--- config.mk ---
export PLATFORM = sky130hd
export DESIGN_NAME = alu_cmd_sequencer
export DESIGN_NICKNAME = d
export VERILOG_FILES = /design/src/rtl/alu_cmd_sequencer.sv
export SDC_FILE = /design/constraint.sdc
export NUM_CORES = 1
export LEC_CHECK = 0
export ABC_AREA = 1
export BUFFER_PORTS_ARGS = -buffer_cell sky130_fd_sc_hd__buf_2
export CAP_MARGIN = 20
export CORE_MARGIN = 2
export CORE_UTILIZATION = 45
export CTS_CLUSTER_SIZE = 28
export DETAILED_ROUTE_END_ITERATION = 7
export HOLD_SLACK_MARGIN = 0.03
export PLACE_DENSITY_LB_ADDON = 0.15
export SYNTH_ARGS = -nofsm -noshare
export SYNTH_HDL_FRONTEND = slang
export SYNTH_SLANG_ARGS = --single-unit
--- constraint.sdc ---
create_clock -name clk -period 3.4 [get_ports clk]
set_clock_uncertainty 0.05 [all_clocks]
set_input_delay 0.34 -clock clk [delete_from_list [all_inputs] [get_ports clk]]
set_output_delay 0.34 -clock clk [all_outputs]
set_load 0.005 [all_outputs]
--- src/rtl/alu_cmd_sequencer.sv ---
// Command FIFO + issue/capture sequencer in front of the ALU; returns the selected unit's result.
// Optional flag cross-check enabled by defining ALU_SEQ_FLAG_CHECK_EN.
module alu_cmd_sequencer #(
  parameter int ALU_WIDTH  = 16,
  parameter int FIFO_DEPTH = 4
) (
  input  logic                          clk,
  input  logic                          rst,
  input  logic                          cmd_valid,
  output logic                          cmd_ready,
  input  logic [ALU_WIDTH-1:0]          cmd_a,
  input  logic [ALU_WIDTH-1:0]          cmd_b,
  input  logic [3:0]                    cmd_fun,
  output logic [ALU_WIDTH-1:0]          alu_a,
  output logic [ALU_WIDTH-1:0]          alu_b,
  output logic [3:0]                    alu_fun,
  input  logic [ALU_WIDTH-1:0]          arith_out,
  input  logic [ALU_WIDTH-1:0]          logic_out,
  input  logic [ALU_WIDTH-1:0]          comp_out,
  input  logic [ALU_WIDTH-1:0]          shift_out,
  input  logic                          arith_flag,
  input  logic                          logic_flag,
  input  logic                          comp_flag,
  input  logic                          shift_flag,
  input  logic                          carry_out,
  output logic                          rsp_valid,
  input  logic                          rsp_ready,
  output logic [ALU_WIDTH-1:0]          rsp_data,
  output logic [3:0]                    rsp_fun,
  output logic                          rsp_carry,
  output logic                          rsp_err,
  output logic                          busy,
  output logic [$clog2(FIFO_DEPTH):0]   fifo_level
);

  localparam int PTR_W = $clog2(FIFO_DEPTH);
  localparam int LVL_W = PTR_W + 1;

  typedef struct packed {
    logic [ALU_WIDTH-1:0] a;
    logic [ALU_WIDTH-1:0] b;
    logic [3:0]           fun;
  } cmd_t;

  typedef enum logic [1:0] {IDLE, ISSUE, CAPTURE, RESP} state_t;

  cmd_t              mem [FIFO_DEPTH];
  logic [PTR_W-1:0]  wr_ptr, rd_ptr;
  logic [LVL_W-1:0]  level;
  logic              push, pop, fifo_empty, fifo_full;
  state_t            state, state_nxt;
  logic [ALU_WIDTH-1:0] sel_data;
  logic              flag_err;

  assign fifo_full  = (level == LVL_W'(FIFO_DEPTH));
  assign fifo_empty = (level == '0);
  // Held low while in reset so nothing is accepted into a FIFO being cleared.
  assign cmd_ready  = rst & ~fifo_full;
  assign push       = cmd_valid & cmd_ready;
  assign fifo_level = level;
  assign busy       = (state != IDLE) | ~fifo_empty;

  always_ff @(posedge clk) begin
    if (push) mem[wr_ptr] <= '{a: cmd_a, b: cmd_b, fun: cmd_fun};
  end

  always_ff @(posedge clk or negedge rst) begin
    if (!rst) begin
      wr_ptr <= '0;
      rd_ptr <= '0;
      level  <= '0;
    end else begin
      if (push) wr_ptr <= wr_ptr + PTR_W'(1);
      if (pop)  rd_ptr <= rd_ptr + PTR_W'(1);
      case ({push, pop})
        2'b10:   level <= level + LVL_W'(1);
        2'b01:   level <= level - LVL_W'(1);
        default: level <= level;
      endcase
    end
  end

  always_ff @(posedge clk or negedge rst) begin
    if (!rst) state <= IDLE;
    else      state <= state_nxt;
  end

  always_comb begin
    state_nxt = state;
    pop       = 1'b0;
    case (state)
      IDLE: begin
        if (!fifo_empty) begin
          pop       = 1'b1;
          state_nxt = ISSUE;
        end
      end
      ISSUE:   state_nxt = CAPTURE;
      CAPTURE: state_nxt = RESP;
      RESP: begin
        if (rsp_ready) begin
          if (!fifo_empty) begin
            pop       = 1'b1;
            state_nxt = ISSUE;
          end else begin
            state_nxt = IDLE;
          end
        end
      end
      default: state_nxt = IDLE;
    endcase
  end

  always_comb begin
    sel_data = arith_out;
    case (alu_fun[3:2])
      2'b00:   sel_data = arith_out;
      2'b01:   sel_data = logic_out;
      2'b10:   sel_data = comp_out;
      default: sel_data = shift_out;
    endcase
  end

`ifdef ALU_SEQ_FLAG_CHECK_EN
  // Exactly the selected unit's flag must be raised.
  logic [3:0] flags, flags_exp;
  assign flags     = {shift_flag, comp_flag, logic_flag, arith_flag};
  assign flags_exp = 4'b0001 << alu_fun[3:2];
  assign flag_err  = (flags != flags_exp);
`else
  logic unused_flags;
  assign unused_flags = ^{arith_flag, logic_flag, comp_flag, shift_flag};
  assign flag_err     = 1'b0;
`endif

  always_ff @(posedge clk or negedge rst) begin
    if (!rst) begin
      alu_a     <= '0;
      alu_b     <= '0;
      alu_fun   <= '0;
      rsp_valid <= 1'b0;
      rsp_data  <= '0;
      rsp_fun   <= '0;
      rsp_carry <= 1'b0;
      rsp_err   <= 1'b0;
    end else begin
      if (pop) begin
        alu_a   <= mem[rd_ptr].a;
        alu_b   <= mem[rd_ptr].b;
        alu_fun <= mem[rd_ptr].fun;
      end
      if (state == CAPTURE) begin
        rsp_valid <= 1'b1;
        rsp_data  <= sel_data;
        rsp_fun   <= alu_fun;
        rsp_carry <= (alu_fun[3:2] == 2'b00) & carry_out;
        rsp_err   <= flag_err;
      end else if (state == RESP && rsp_ready) begin
        rsp_valid <= 1'b0;
      end
    end
  end

endmodule

==> qor.log <==
qor: status.outcome complete, no violations
qor: die.die_w 145 microns
qor: worst_setup_path.cp-end-kind flop
qor: sta.worstMarginPinSlew 0.935 ns
qor: worst_setup_path.startpoint_type flop
qor: yosys.synth_area_per_cell 9.68 sq um
qor: layout.multi_input_comb_area 2660 sq um
qor: routing.post_drt_wl_per_cell 14.3 microns
qor: power.p_leak 5.28 nW
qor: global_routing.global_route_congestion_overflow_total 0
qor: yosys.postSynthNetCount 1041
qor: yosys.ys_seq_elements 211
qor: layout.area.growth.synth_to_final 24.1%
qor: die.fp.dieArea 21000 sq um
qor: routing.route.antenna.remaining_nets 0
qor: sta.final_period_minus_worst_setup_slack 2.30 ns
qor: layout.fillerInstances 1718
qor: worst_setup_path.timing_worst_setup_path_type flop to flop
qor: yosys.yosys_warnings 0
qor: clock_tree.clock_tree_sinks 211
qor: flow_run.drv.max_cap_violation_count 0
qor: yosys.postSynthCellCount 922
qor: yosys.synth-seq-area-share 67.3%
qor: yosys.synthesis.area 8920 sq um
qor: yosys.synth_flop_cell sky130_fd_sc_hd__edfxtp_1
qor: worst_setup_path.critPathRequiredTime 3.76 ns
qor: global_routing.antenna_found_initial 1
qor: global_routing.first_global_vias 6185
qor: layout.drive_above_1_share 20.0%
qor: power.pwr_density_cell 819 nW/um^2
qor: sta.totalNegativeSetupSlack 0 ns
qor: clock_tree.tritoncts yes
qor: worst_setup_path.setup.reg_to_reg.worst_slack 1.10 ns
qor: clock_tree.clkTransAtPathRegs 0.06 ns
qor: worst_setup_path.worst_path_max_fanout 7
qor: clock_tree.clk_root_buffer_cell sky130_fd_sc_hd__clkbuf_16
qor: worst_setup_path.timing.critical_path.slowest_cell_delay 0.44 ns
qor: layout.total_area_of_sequential_cells 6000 sq um
qor: power.overall_power_after_layout 9.06 mW
qor: sta.final_hold_viol_count 0
qor: worst_hold_path.worstHoldPathType input port to asynchronous set/reset pin
qor: clock_tree.htree_levels 1
qor: yosys.synth_enable_flop_cells 144
qor: yosys.synth_common_cells sky130_fd_sc_hd__nand2_1 (548), sky130_fd_sc_hd__edfxtp_1 (144), sky130_fd_sc_hd__dfrtp_1 (67), sky130_fd_sc_hd__nor2_1 (40), sky130_fd_sc_hd__nand3_1 (22)
qor: die.rows 51
qor: sta.timing.final.crit_share 67.5%
qor: worst_setup_path.crit_buf_inv 0
qor: worst_setup_path.worst_path_cell_chain nor2_2, nand2_1, nand3_1, ha_1, fa_1, nand2_1, nand2_1, nor2_1, xor2_1
qor: yosys.synth_top_cells_by_area sky130_fd_sc_hd__edfxtp_1 (48%), sky130_fd_sc_hd__nand2_1 (23%), sky130_fd_sc_hd__dfrtp_1 (19%), sky130_fd_sc_hd__nor2_1 (1.7%), sky130_fd_sc_hd__ha_1 (1.3%)
qor: die.top_level_ports 173
qor: power.ir_drop 0.410 mV
qor: place.routability_congestion_estimate_from_global_placement 0.737
qor: worst_setup_path.cp_slowest_cell sky130_fd_sc_hd__dfrtp_1
qor: yosys.yosysTopAreaCellShare 48.5%
qor: layout.fin_nets 1241
qor: global_routing.gr-usage-all-layers 19.0%
qor: sta.grt_setup_unrepaired no
qor: routing.drt-total-wl 20.1 mm
qor: routing.total_number_of_vias 6572
qor: worst_setup_path.cp.arrival 2.65 ns
qor: global_routing.grt_first_pass_wirelength 30.8 mm
qor: worst_setup_path.worst_path_most_repeated_cell sky130_fd_sc_hd__nand2_1
qor: place.place.port_buffers 167
qor: yosys.post-synth-top-area-cell sky130_fd_sc_hd__edfxtp_1
qor: routing.post_drt_via_cell_ratio 4.68
qor: die.coreArea 19500 sq um
qor: die.die_height 145 microns
qor: sta.slew_headroom 37.7%
qor: yosys.synth.distinct_cells 25
qor: sta.setup-violations-final 0
qor: global_routing.grt_max_degree 75
qor: routing.drt_drc_violations_left 0
qor: clock_tree.worst_skew_pair.late_latency 0.49 ns
qor: clock_tree.resize_count_post_cts 0
qor: clock_tree.clockBufferDepth 3
qor: routing.firstDrtPassIters 4
qor: die.start_util 45.8%
qor: sta.max_freq 436 MHz
qor: place.place.detailed.hpwl 11.9 mm
qor: clock_tree.inserted_clock_buffers 23
qor: yosys.synthArstFlopShare 31.8%
qor: routing.detail_route.iter0.violations 258
qor: worst_setup_path.path_delay_family adder cells
qor: yosys.synthMostInstantiatedCell sky130_fd_sc_hd__nand2_1
qor: sta.maxSlewViolCount 0
==> final timing paths <==
kind | start | endpoint | cells past startpoint
worst max-delay path | fifo_level[0]$_DFFE_PN0P_ | fifo_level[2]$_DFFE_PN0P_ | 9
worst min-delay path | rst | fifo_level[1]$_DFFE_PN0P_ | 2
worst max register to register | fifo_level[0]$_DFFE_PN0P_ | fifo_level[2]$_DFFE_PN0P_ | 9
worst min register to register | alu_b[5]$_DFFE_PN0P_ | alu_b[5]$_DFFE_PN0P_ | 2
max in group asynchronous | rst | rd_ptr[0]$_DFFE_PN0P_ | 2
min in group clk | cmd_valid | wr_ptr[1]$_DFFE_PN0P_ | 3
==> area by class of cell <==
cell class | instances | area share (%)
inverter | 19 | 0.644
clock inverter | 13 | 0.848
sequential | 211 | 54.2
clock buffer | 28 | 5.46
timing repair buffer | 217 | 11.8
multi-input combinational | 650 | 24.0
tap | 265 | 2.99
antenna | 1 | 0.0226
==> worst register-to-register path: cells and delay by family, from the launching register on <==
| family | cells | cell delay [ns] |
|---|---|---|
| XOR/XNOR | 1 | 0.16 |
| adder cells (fa/ha/maj) | 2 | 0.82 |
| flip-flops | 1 | 0.44 |
| AND/OR/NAND/NOR | 6 | 0.75 |
==> flip-flops by register name (all words and copies together) (netlist names) <==
name	cells
alu_fun	4
rsp_data	16
alu_b	16
rsp_carry	1
rsp_valid	1
state	2
fifo_level	3
rd_ptr	2
mem	144
rsp_fun	4
wr_ptr	2
alu_a	16
==> power by group <==
| group | switching [mW] | internal [mW] | total, mW |
|---|---|---|---|
| registers | 0.296 | 3.32 | 3.61 |
| logic | 2.07 | 1.10 | 3.17 |
| clock network | 0.946 | 1.34 | 2.28 |
| total | 3.31 | 5.75 | 9.06 |
==> layer usage <==
metal / vias to the layer above / routed length, microns / GRT usage (%)
li1: 3331 / - / -
met1: 3036 / 8500 / 22.6
met2: 183 / 10000 / 36.0
met3: 22 / 1370 / 3.49
met4: 0 / 205 / 3.63
met5: - / 0 / 0
==> cell families (layout without fill, tap and decap cells) <==
logic type                 after synthesis  count (layout)  share of synthesized area (%)
xor gates and xnor gates                 3               3                          0.295
other                                    1               2                         0.0420
AOI/OAI and AO/OA                       22              22                           1.29
adders and majority gates               10              10                           1.49
DFF                                    211             211                           67.3
and+or+nand+nor                        614             614                           26.4
buffers and inverters                   61             277                           3.27
==> stage by stage <==
stage	utilization [%]	hold slack (ns)	cells	worst slack, ns	area [sq um]
2_1_floorplan	-	-0.00559	922	0.626	8920
3_3_place_gp	51.4	0.402	1325	1.15	10000
3_5_place_dp	51.4	0.408	1325	1.12	10000
4_1_cts	56.8	0.0346	1402	1.10	11100
5_1_grt	56.9	0.0843	1404	0.944	11100
6_report	56.9	0.0530	1404	1.10	11100
==> cells in the final DEF (no fill, tap or decap), drive strengths merged <==
cell type    count
nand2          548
buf            180
edfxtp         144
dfrtp           67
nor2            43
dlygate4sd3     37
clkbuf          28
nand3           23
o21ai           20
inv             18
clkinv          10
ha               9
clkinvlp         3
xnor2            2
diode            1
a21boi           1
o211ai           1
xor2             1
fa               1
conb             1
bufinv           1
==> repair_timing <==
item                                    in CTS  in global routing
hold buffers                                36                  1
endpoints found under the setup margin       0                  0
setup buffers                                0                  0
endpoints found under the hold margin      141                  3
(Power assumes the default switching activity.)
